===== src/rtl/alu_pkg.sv =====
// ---------------------------------------------------------------------------
// alu_pkg
//   Shared definitions for the shared-ALU controller and its datapath.
//   - alu_fn_e     : ALU operation codes (ADD/SUB/AND/XOR)
//   - alu_state_e  : controller FSM state encoding
//   - CC_*         : bit positions inside the 3-bit condition-code vector
// ---------------------------------------------------------------------------
package alu_pkg;

    typedef enum logic [1:0] {
        FN_ADD = 2'd0,
        FN_SUB = 2'd1,
        FN_AND = 2'd2,
        FN_XOR = 2'd3
    } alu_fn_e;

    typedef enum logic [1:0] {
        ST_IDLE = 2'd0,
        ST_EXEC = 2'd1,
        ST_RESP = 2'd2
    } alu_state_e;

    localparam int CC_ZF = 0;
    localparam int CC_SF = 1;
    localparam int CC_OF = 2;
    localparam int CC_W  = 3;

endpackage


===== src/rtl/alu_share_ctrl_if.sv =====
// ---------------------------------------------------------------------------
// alu_share_ctrl_if
//   Bundles the two requester ports and the response port of the shared ALU.
//   Ports (per requester N in {0,1}):
//     reqN_valid  requester has an operation
//     reqN_ready  operation accepted this cycle
//     reqN_fn     op code (0 ADD, 1 SUB, 2 AND, 3 XOR)
//     reqN_a/b    operands
//   Response:
//     resp_valid / resp_ready handshake, resp_id (issuing requester),
//     resp_y (result), resp_cc ({OF, SF, ZF})
//   Modports: master = requesters + response consumer, slave = controller.
// ---------------------------------------------------------------------------
interface alu_share_ctrl_if #(
    parameter int WIDTH = 64
);
    logic             req0_valid;
    logic             req0_ready;
    logic [1:0]       req0_fn;
    logic [WIDTH-1:0] req0_a;
    logic [WIDTH-1:0] req0_b;

    logic             req1_valid;
    logic             req1_ready;
    logic [1:0]       req1_fn;
    logic [WIDTH-1:0] req1_a;
    logic [WIDTH-1:0] req1_b;

    logic             resp_valid;
    logic             resp_ready;
    logic             resp_id;
    logic [WIDTH-1:0] resp_y;
    logic [2:0]       resp_cc;

    modport master (
        output req0_valid, req0_fn, req0_a, req0_b,
        output req1_valid, req1_fn, req1_a, req1_b,
        output resp_ready,
        input  req0_ready, req1_ready,
        input  resp_valid, resp_id, resp_y, resp_cc
    );

    modport slave (
        input  req0_valid, req0_fn, req0_a, req0_b,
        input  req1_valid, req1_fn, req1_a, req1_b,
        input  resp_ready,
        output req0_ready, req1_ready,
        output resp_valid, resp_id, resp_y, resp_cc
    );
endinterface


===== src/rtl/alu_core.sv =====
// ---------------------------------------------------------------------------
// alu_core
//   Purely combinational ALU with Y86-style condition codes.
//   Ports:
//     i_fn   operation (ADD/SUB/AND/XOR)
//     i_a    operand A
//     i_b    operand B
//     o_y    result, modulo 2^WIDTH (carry-out discarded)
//     o_cc   condition codes, indexed by CC_ZF/CC_SF/CC_OF
// ---------------------------------------------------------------------------
module alu_core
    import alu_pkg::*;
#(
    parameter int WIDTH = 64
) (
    input  alu_fn_e          i_fn,
    input  logic [WIDTH-1:0] i_a,
    input  logic [WIDTH-1:0] i_b,
    output logic [WIDTH-1:0] o_y,
    output logic [CC_W-1:0]  o_cc
);
    localparam int MSB = WIDTH - 1;

    logic [WIDTH-1:0] w_sum;
    logic [WIDTH-1:0] w_diff;
    logic [WIDTH-1:0] w_and;
    logic [WIDTH-1:0] w_xor;
    logic [WIDTH-1:0] w_y;
    logic             w_of;

    assign w_sum  = i_a + i_b;
    assign w_diff = i_a - i_b;

    for (genvar gi = 0; gi < WIDTH; gi++) begin : g_logic_bit
        assign w_and[gi] = i_a[gi] & i_b[gi];
        assign w_xor[gi] = i_a[gi] ^ i_b[gi];
    end

    // Signed overflow: ADD overflows when like-signed operands give a result
    // of the other sign; SUB when unlike-signed operands give a result whose
    // sign differs from A. Logical ops never overflow.
    always_comb begin
        w_y  = w_sum;
        w_of = 1'b0;
        case (i_fn)
            FN_ADD: begin
                w_y  = w_sum;
                w_of = (i_a[MSB] == i_b[MSB]) && (w_sum[MSB] != i_a[MSB]);
            end
            FN_SUB: begin
                w_y  = w_diff;
                w_of = (i_a[MSB] != i_b[MSB]) && (w_diff[MSB] != i_a[MSB]);
            end
            FN_AND: w_y = w_and;
            FN_XOR: w_y = w_xor;
            default: begin
                w_y  = w_sum;
                w_of = 1'b0;
            end
        endcase
    end

    assign o_y         = w_y;
    assign o_cc[CC_ZF] = (w_y == '0);
    assign o_cc[CC_SF] = w_y[MSB];
    assign o_cc[CC_OF] = w_of;

endmodule


===== src/rtl/alu_share_ctrl.sv =====
// ---------------------------------------------------------------------------
// alu_share_ctrl
//   Shares one ALU between two requesters (0 = execute stage, 1 = address /
//   PC-update path). One operation is in flight at a time:
//   IDLE (grant + capture) -> EXEC (ALU evaluates, result registered)
//   -> RESP (hold result until consumer takes it) -> IDLE.
//   Ports:
//     clk   rising-edge clock
//     rst   asynchronous reset, active-high
//     bus   alu_share_ctrl_if slave modport (requests in, response out)
// ---------------------------------------------------------------------------
module alu_share_ctrl
    import alu_pkg::*;
#(
    parameter int WIDTH = 64
) (
    input  logic           clk,
    input  logic           rst,
    alu_share_ctrl_if.slave bus
);
    alu_state_e       r_state;
    logic             r_rr_ptr;
    alu_fn_e          r_fn;
    logic [WIDTH-1:0] r_a;
    logic [WIDTH-1:0] r_b;
    logic             r_id;
    logic [WIDTH-1:0] r_y;
    logic [CC_W-1:0]  r_cc;
    logic             r_resp_valid;
    logic             r_resp_id;

    logic             w_gnt0;
    logic             w_gnt1;
    logic             w_idle;
    logic [1:0]       w_sel_fn;
    logic [WIDTH-1:0] w_sel_a;
    logic [WIDTH-1:0] w_sel_b;
    logic [WIDTH-1:0] w_y;
    logic [CC_W-1:0]  w_cc;

    // Round-robin grant: the pointed-to requester wins if it is asking,
    // otherwise the other one may take the slot.
    always_comb begin
        w_gnt0 = 1'b0;
        w_gnt1 = 1'b0;
        if (!r_rr_ptr) begin
            w_gnt0 = bus.req0_valid;
            w_gnt1 = !bus.req0_valid && bus.req1_valid;
        end else begin
            w_gnt1 = bus.req1_valid;
            w_gnt0 = !bus.req1_valid && bus.req0_valid;
        end
    end

    always_comb begin
        w_sel_fn = bus.req0_fn;
        w_sel_a  = bus.req0_a;
        w_sel_b  = bus.req0_b;
        if (w_gnt1) begin
            w_sel_fn = bus.req1_fn;
            w_sel_a  = bus.req1_a;
            w_sel_b  = bus.req1_b;
        end
    end

    assign w_idle = (r_state == ST_IDLE);

    // Ready is forced low while reset is held so every output reads 0.
    assign bus.req0_ready = w_idle && w_gnt0 && !rst;
    assign bus.req1_ready = w_idle && w_gnt1 && !rst;

    alu_core #(
        .WIDTH (WIDTH)
    ) u_alu_core (
        .i_fn (r_fn),
        .i_a  (r_a),
        .i_b  (r_b),
        .o_y  (w_y),
        .o_cc (w_cc)
    );

    always_ff @(posedge clk or posedge rst) begin
        if (rst) begin
            r_state      <= ST_IDLE;
            r_rr_ptr     <= 1'b0;
            r_fn         <= FN_ADD;
            r_a          <= '0;
            r_b          <= '0;
            r_id         <= 1'b0;
            r_y          <= '0;
            r_cc         <= '0;
            r_resp_valid <= 1'b0;
            r_resp_id    <= 1'b0;
        end else begin
            case (r_state)
                ST_IDLE: begin
                    if (w_gnt0 || w_gnt1) begin
                        r_fn    <= alu_fn_e'(w_sel_fn);
                        r_a     <= w_sel_a;
                        r_b     <= w_sel_b;
                        r_id    <= w_gnt1;
                        r_state <= ST_EXEC;
                    end
                end
                ST_EXEC: begin
                    r_y          <= w_y;
                    r_cc         <= w_cc;
                    r_resp_id    <= r_id;
                    r_resp_valid <= 1'b1;
                    r_state      <= ST_RESP;
                end
                ST_RESP: begin
                    // Flip priority to whoever did not just finish, so a
                    // requester left waiting wins the next grant.
                    if (bus.resp_ready) begin
                        r_resp_valid <= 1'b0;
                        r_rr_ptr     <= ~r_resp_id;
                        r_state      <= ST_IDLE;
                    end
                end
                default: begin
                    r_state <= ST_IDLE;
                end
            endcase
        end
    end

    assign bus.resp_valid = r_resp_valid;
    assign bus.resp_id    = r_resp_id;
    assign bus.resp_y     = r_y;
    assign bus.resp_cc    = r_cc;

endmodule


===== src/flat_wrapper.sv =====
// flat-port wrapper written by rule: the top's interface ports become plain ports
module alu_share_ctrl_flat import alu_pkg::*;
#(
    parameter int WIDTH = 64
)
  (clk, rst, bus_req0_valid, bus_req0_fn, bus_req0_a, bus_req0_b, bus_req1_valid, bus_req1_fn, bus_req1_a, bus_req1_b, bus_resp_ready, bus_req0_ready, bus_req1_ready, bus_resp_valid, bus_resp_id, bus_resp_y, bus_resp_cc);
  alu_share_ctrl_if #(.WIDTH(WIDTH)) bus_i ();
  input  logic clk;
  input  logic rst;
  input wire logic [$bits(bus_i.req0_valid)-1:0] bus_req0_valid;
  input wire logic [$bits(bus_i.req0_fn)-1:0] bus_req0_fn;
  input wire logic [$bits(bus_i.req0_a)-1:0] bus_req0_a;
  input wire logic [$bits(bus_i.req0_b)-1:0] bus_req0_b;
  input wire logic [$bits(bus_i.req1_valid)-1:0] bus_req1_valid;
  input wire logic [$bits(bus_i.req1_fn)-1:0] bus_req1_fn;
  input wire logic [$bits(bus_i.req1_a)-1:0] bus_req1_a;
  input wire logic [$bits(bus_i.req1_b)-1:0] bus_req1_b;
  input wire logic [$bits(bus_i.resp_ready)-1:0] bus_resp_ready;
  output wire logic [$bits(bus_i.req0_ready)-1:0] bus_req0_ready;
  output wire logic [$bits(bus_i.req1_ready)-1:0] bus_req1_ready;
  output wire logic [$bits(bus_i.resp_valid)-1:0] bus_resp_valid;
  output wire logic [$bits(bus_i.resp_id)-1:0] bus_resp_id;
  output wire logic [$bits(bus_i.resp_y)-1:0] bus_resp_y;
  output wire logic [$bits(bus_i.resp_cc)-1:0] bus_resp_cc;
  assign bus_i.req0_valid = bus_req0_valid;
  assign bus_i.req0_fn = bus_req0_fn;
  assign bus_i.req0_a = bus_req0_a;
  assign bus_i.req0_b = bus_req0_b;
  assign bus_i.req1_valid = bus_req1_valid;
  assign bus_i.req1_fn = bus_req1_fn;
  assign bus_i.req1_a = bus_req1_a;
  assign bus_i.req1_b = bus_req1_b;
  assign bus_i.resp_ready = bus_resp_ready;
  assign bus_req0_ready = bus_i.req0_ready;
  assign bus_req1_ready = bus_i.req1_ready;
  assign bus_resp_valid = bus_i.resp_valid;
  assign bus_resp_id = bus_i.resp_id;
  assign bus_resp_y = bus_i.resp_y;
  assign bus_resp_cc = bus_i.resp_cc;
  alu_share_ctrl #(.WIDTH(WIDTH)) u_core (.clk(clk), .rst(rst), .bus(bus_i));
endmodule

===== config.mk =====
export PLATFORM = sky130hd
export DESIGN_NAME = alu_share_ctrl_flat
export DESIGN_NICKNAME = d
export VERILOG_FILES = /design/src/rtl/alu_pkg.sv /design/src/rtl/alu_share_ctrl_if.sv /design/src/rtl/alu_core.sv /design/src/rtl/alu_share_ctrl.sv /design/src/flat_wrapper.sv
export SDC_FILE = /design/constraint.sdc
export NUM_CORES = 1
export LEC_CHECK = 0
export BUFFER_PORTS_ARGS = -buffer_cell sky130_fd_sc_hd__buf_4
export CELL_PAD_IN_SITES_DETAIL_PLACEMENT = 0
export CELL_PAD_IN_SITES_GLOBAL_PLACEMENT = 1
export CORE_MARGIN = 2
export CORE_UTILIZATION = 46
export DETAILED_ROUTE_END_ITERATION = 10
export GPL_TIMING_DRIVEN = 1
export HOLD_SLACK_MARGIN = 0.12
export PLACE_DENSITY = 0.87
export SLEW_MARGIN = 20
export SYNTH_ARGS = -nofsm -noshare
export SYNTH_HDL_FRONTEND = slang
export SYNTH_SLANG_ARGS = --single-unit

===== constraint.sdc =====
create_clock -name clk -period 10.28 [get_ports clk]
set_clock_uncertainty 0.2 [all_clocks]
set_input_delay 1.542 -clock clk [delete_from_list [all_inputs] [get_ports clk]]
set_output_delay 1.542 -clock clk [all_outputs]
set_load 0.02 [all_outputs]

Word-level counts from Yosys, hierarchy flattened:

Index checks and enable logic that the tools add are counted.

* $add $sub $neg: 2
* eq/ne operators: 11
* multiplexer cells: 12
* bitwise gates (word level): 129
* reduce and logical (&&, ||, !) cells: 20

Operators by type and width (count)
* $pmux 64 s4: 1
* $mux 64: 2
* $add 64x64->64: 1
* $and 1x1->1: 64
* $logic_not 64->1: 1
* $sub 64x64->64: 1
* $xor 1x1->1: 64
* $logic_and 1x1->1: 8
* $reduce_and 2->1: 4
* $eq 2x2->1 const B: 3
* $mux 2: 3
* $pmux 2 s3: 1
* $eq 2x1->1 const B: 2
* $logic_not 2->1: 2
* $ne 2x2->1 const B: 2
* $pmux 1 s2: 2
* $logic_not 1->1: 3
* $mux 1: 3
* $ne 1x1->1: 3
* $reduce_bool 2->1: 1
* $eq 1x1->1: 1
* $logic_or 1x1->1: 1
* $not 1->1: 1

* bits in registers: 203
* word-level logic and storage cells: 184

Longest topological paths before layout:

* depth after elaboration: 6
* gate-level depth with buffers: 16
* gate-level depth less buffers: 15

Modules after synthesis:

Synthesis repeated with hierarchy kept, for this count alone.

* cells, all modules: 2475
* area, all modules: 19917.9 µm²

By module, submodules not included
* alu_core: times used 1, cells each 1682, area an instance 10437.5 µm²
* alu_share_ctrl: times used 1, cells each 793, area an instance 9480.3 µm²

Worst setup path before layout:

No wires, ideal clock.

* path kind: input to output
* from: in bus_req0_valid
* to: out bus_req1_ready
* arrival time: 2.935 ns
* path slack: 5.603 ns
* stages on the path: 6
* path buffers: 3
* cells stage by stage: inv_1 -> o21ai_0 -> clkbuf_1 -> clkbuf_1 -> buf_1 -> nor4_1

* word-level cells in the longest chain between the ends: 5

Ends and longest elaborated chain
* start, declared: line flat_wrapper.sv:10 `input wire logic [$bits(bus_i.req0_valid)-1:0] bus_req0_valid;`
* $logic_not 1->1: line alu_share_ctrl.sv:48 `w_gnt1 = !bus.req0_valid && bus.req1_valid;`
* $logic_and 1x1->1: line alu_share_ctrl.sv:48
* $mux 1: line alu_share_ctrl.sv:46 `if (!r_rr_ptr) begin`
* $logic_and 1x1->1 (2 in a row): line alu_share_ctrl.sv:70 `assign bus.req1_ready = w_idle && w_gnt1 && !rst;`
* end, declared: line flat_wrapper.sv:20 `output wire logic [$bits(bus_i.req1_ready)-1:0] bus_req1_ready;`

No other way between the ends.

Final worst setup path:

* from: reg u_core.r_b[0]
* to: reg u_core.r_cc[0] (netlist: u_core.bus.resp_cc[0])

* word-level cells in the longest chain between the ends: 3
* elaborated cells between the ends (all ways): 6
* classes of those cells: 2 x add/sub; 1 x mux; 2 x bitwise; 1 x reduce/logical

Ends and longest elaborated chain
* start, declared: line alu_share_ctrl.sv:25 `logic [WIDTH-1:0] r_b;`
* start signal, assigned: line alu_share_ctrl.sv:100 `r_b <= w_sel_b;`
* $sub 64x64->64 (tied with other cells): line alu_core.sv:32 `assign w_diff = i_a - i_b;`
* $pmux 64 s4 (*): line alu_core.sv:45 `case (i_fn)`
* $logic_not 64->1 (*): line alu_core.sv:64 `assign o_cc[CC_ZF] = (w_y == '0);`
* end signal, assigned: line alu_share_ctrl.sv:107 `r_cc <= w_cc;`
* end, declared: line alu_share_ctrl.sv:28 `logic [CC_W-1:0] r_cc;`

Every way passes the cells marked *; elsewhere a longest branch is shown, timed or not.
A chain may end at the register's enable or synchronous reset.

==> impl_metrics.env <==
export IMPL_drtIter0Drc=2996
export IMPL_hold_path_class="reg2reg"
export IMPL_synthMuxAreaShare=0.0929
export IMPL_drv_slew=0
export IMPL_placement_cell_area_um2=22200
export IMPL_globalRouteOverflowTotal=0
export IMPL_vias=21300
export IMPL_place_ws_ns=4.55
export IMPL_drive_gt1_frac=0.170
export IMPL_crit_end="u_core.bus.resp_cc[0]"
export IMPL_min_delay_start="u_core.bus.resp_y[58]"
export IMPL_clock_latency_ns=0.55
export IMPL_syn_cell_area_um2=19500
export IMPL_reg2reg_from="u_core.r_b[0]"
export IMPL_cp_arrival_ns=6.15
export IMPL_cts_resized=0
export IMPL_crit_path_start="u_core.r_b[0]"
export IMPL_ys_types=97
export IMPL_rsz0062_at_grt="no"
export IMPL_r2r_end="u_core.bus.resp_cc[0]"
export IMPL_synth_edf_count=0
export IMPL_dieArea_um2=44100
export IMPL_gr_usage_all_layers=0.359
export IMPL_syn_to_final_growth_pct=18.1
export IMPL_period_needed_ns=5.89
export IMPL_fin_setup_tns_ns=0
export IMPL_worstPathMaxFanout=6
export IMPL_worstPathRequired_ns=10.53
export IMPL_synth_largest_area_cell="dfrtp_1"
export IMPL_clock_sinks=202
export IMPL_r2r_cells=14
export IMPL_ff_latch_area_um2=5060
export IMPL_drt_vias_per_instance=6.32
export IMPL_dp_hpwl_um=63700
export IMPL_cts_tree="built"
export IMPL_fill_cells=3957
export IMPL_setup_slack_ns=4.39
export IMPL_wl_um=81400
export IMPL_coreArea_um2=41900
export IMPL_cts_htree_levels=1
export IMPL_slew_headroom=0.106
export IMPL_cts_root_buffer_cell="clkbuf_16"
export IMPL_ys_ff_latch=202
export IMPL_initial_utilization=0.466
export IMPL_dr_pass1_iters=8
export IMPL_grt_max_degree=109
export IMPL_async_reset_ff_frac=1.00
export IMPL_die_w_um=210
export IMPL_nNetsFinal=3204
export IMPL_cts_hold_buf=0
export IMPL_antenna_found_initial=3
export IMPL_multi_input_area_um2=13200
export IMPL_synthAdderAreaFrac=0.0840
export IMPL_synth_compound_area_frac=0.275
export IMPL_diodes=0
export IMPL_finalSetupViolations=0
export IMPL_period_share=0.573
export IMPL_synth_top_cell_area_share=0.259
export IMPL_cts_buffer_depth=3
export IMPL_cts_setup_buffers=0
export IMPL_ys_seq_area_frac=0.259
export IMPL_start_kind="flip-flop"
export IMPL_synth_xor_area_frac=0.0108
export IMPL_syn_avg_cell_area_um2=7.52
export IMPL_synth_simple_area_share=0.214
export IMPL_fin_area_um2=23100
export IMPL_worst_pin_slew_ns=1.34
export IMPL_synth_area_leaders="dfrtp_1, mux2i_1, a21oi_1"
export IMPL_fmax_mhz=170
export IMPL_synth_cells=2599
export IMPL_crit_path_end_kind="flip-flop"
export IMPL_grt_pass1_wl_um=121000
export IMPL_drtAntennaViolNets=0
export IMPL_rows=75
export IMPL_die_h_um=210
export IMPL_syn_num_nets=2994
export IMPL_clk_pin_slew_ns=0.07
export IMPL_cts_buffers=25
export IMPL_ios=336
export IMPL_routedWlPerCell_um=24.2
export IMPL_synth_top_family_by_area="compound AO/OA/AOI/OAI gates"
export IMPL_yosysWarnings=0
export IMPL_gp_congestion=1.03
export IMPL_critPathKind="reg2reg"
export IMPL_report_final_hold_viol_count=0
export IMPL_grt_pass1_vias=19600
export IMPL_drc_errors=0
export IMPL_drv_cap=0
export IMPL_portBuffers=335
export IMPL_ff2ff_setup_slack_ns=4.39
export IMPL_status="complete, no violations"
export IMPL_ys_flop_type="dfrtp_1"
==> worst min path at each step <==
stage                                       end  cells past startpoint
after global placement    u_core.bus.resp_y[58]                      2
after CTS                 u_core.bus.resp_y[60]                      2
final                     u_core.bus.resp_y[58]                      2
after floorplan                 u_core.r_rr_ptr                      2
after global routing      u_core.bus.resp_y[60]                      2
after detailed placement   u_core.bus.resp_y[3]                      2
==> cell families (layout without fill, tap and decap cells) <==
family          count (synthesis)  in the layout
mux                           180            180
buf+inv                       313            541
fa+ha+maj                     130            130
simple gates                  902            902
xor+xnor                       24             24
flops                         202            202
compound gates                848            848
==> critical path: stages, from the launching register on <==
cell and delay (ns):
dfrtp_1 0.42, ha_1 0.27, fa_1 0.43, nor2b_1 0.17, o311ai_1 0.63, a211oi_1 0.30
nand2_1 0.14, nand4_1 0.49, a211oi_1 0.86, o21ai_1 0.31, a211oi_1 0.37, mux2i_1 0.24
nand3_1 0.11, or4_4 0.56, o41ai_2 0.28
==> per-layer routing <==
layer | GRT usage | wire length, um
met5 | 0 | 13
met4 | 0.0990 | 2370
met3 | 0.112 | 10900
met2 | 0.481 | 31300
met1 | 0.544 | 36900
==> final cells by class <==
class | instances | area share
multi-input combinational | 2084 | 0.574
clock buffer | 30 | 0.0288
sequential | 202 | 0.219
clock inverter | 15 | 0.00938
tap | 539 | 0.0292
inverter | 137 | 0.0227
timing repair buffer | 359 | 0.117
==> metrics by stage <==
| stage | utilization | hold WS [ns] | std cells |
|---|---|---|---|
| 2_1_floorplan | - | 0.265 | 2599 |
| 3_3_place_gp | 0.529 | 0.262 | 3321 |
| 3_5_place_dp | 0.529 | 0.266 | 3321 |
| 4_1_cts | 0.550 | 0.280 | 3366 |
| 5_1_grt | 0.550 | 0.293 | 3366 |
| 6_report | 0.550 | 0.279 | 3366 |
==> registers in the layout (all words and copies together) (netlist names) <==
signal,count
u_core.bus.resp_valid,1
u_core.bus.resp_y,63
u_core.bus.resp_cc,3
u_core.r_fn,2
u_core.r_rr_ptr,1
u_core.r_a,64
u_core.r_b,64
u_core.r_id,1
u_core.r_state,2
u_core.bus.resp_id,1
==> Yosys cell counts, types with 9 or more instances <==
library cell	number
a221oi_1	15
o21a_1	18
a2111oi_0	10
or3_1	11
a21oi_1	326
o21ai_1	13
nand2_1	266
buf_1	31
nand3_1	52
xnor2_1	21
or4_1	9
buf_2	22
dfrtp_1	202
a311oi_1	11
a31oi_1	25
o31ai_1	37
inv_1	123
ha_1	128
a211oi_1	27
a21o_1	26
nor4_1	45
clkbuf_1	111
nor3_1	62
nand4_1	43
nor2_1	304
mux2i_1	170
nor2b_1	24
inv_2	12
or2_2	14
o21bai_1	32
nand2b_1	19
o211ai_1	28
and2_1	18
o21ai_0	159
==> cells in the final DEF (no fill, tap or decap), drive strengths merged, types with 25 or more instances in the layout <==
cell    Yosys  routed
clkbuf    111      30
buf        65     359
nor4       48      48
o31ai      38      38
a21oi     334     334
nand3      53      53
dfrtp     202     202
a21o       26      26
mux2i     170     170
nand2     267     267
nor3       62      62
o21ai     176     176
o211ai     30      30
o21bai     32      32
nor2      304     304
inv       135     136
ha        128     128
a211oi     27      27
a31oi      25      25
nand4      43      43
Power is left out: the tool's default activity adds up to more than one toggle a clock period on the data nets, which glitch-free logic cannot reach.
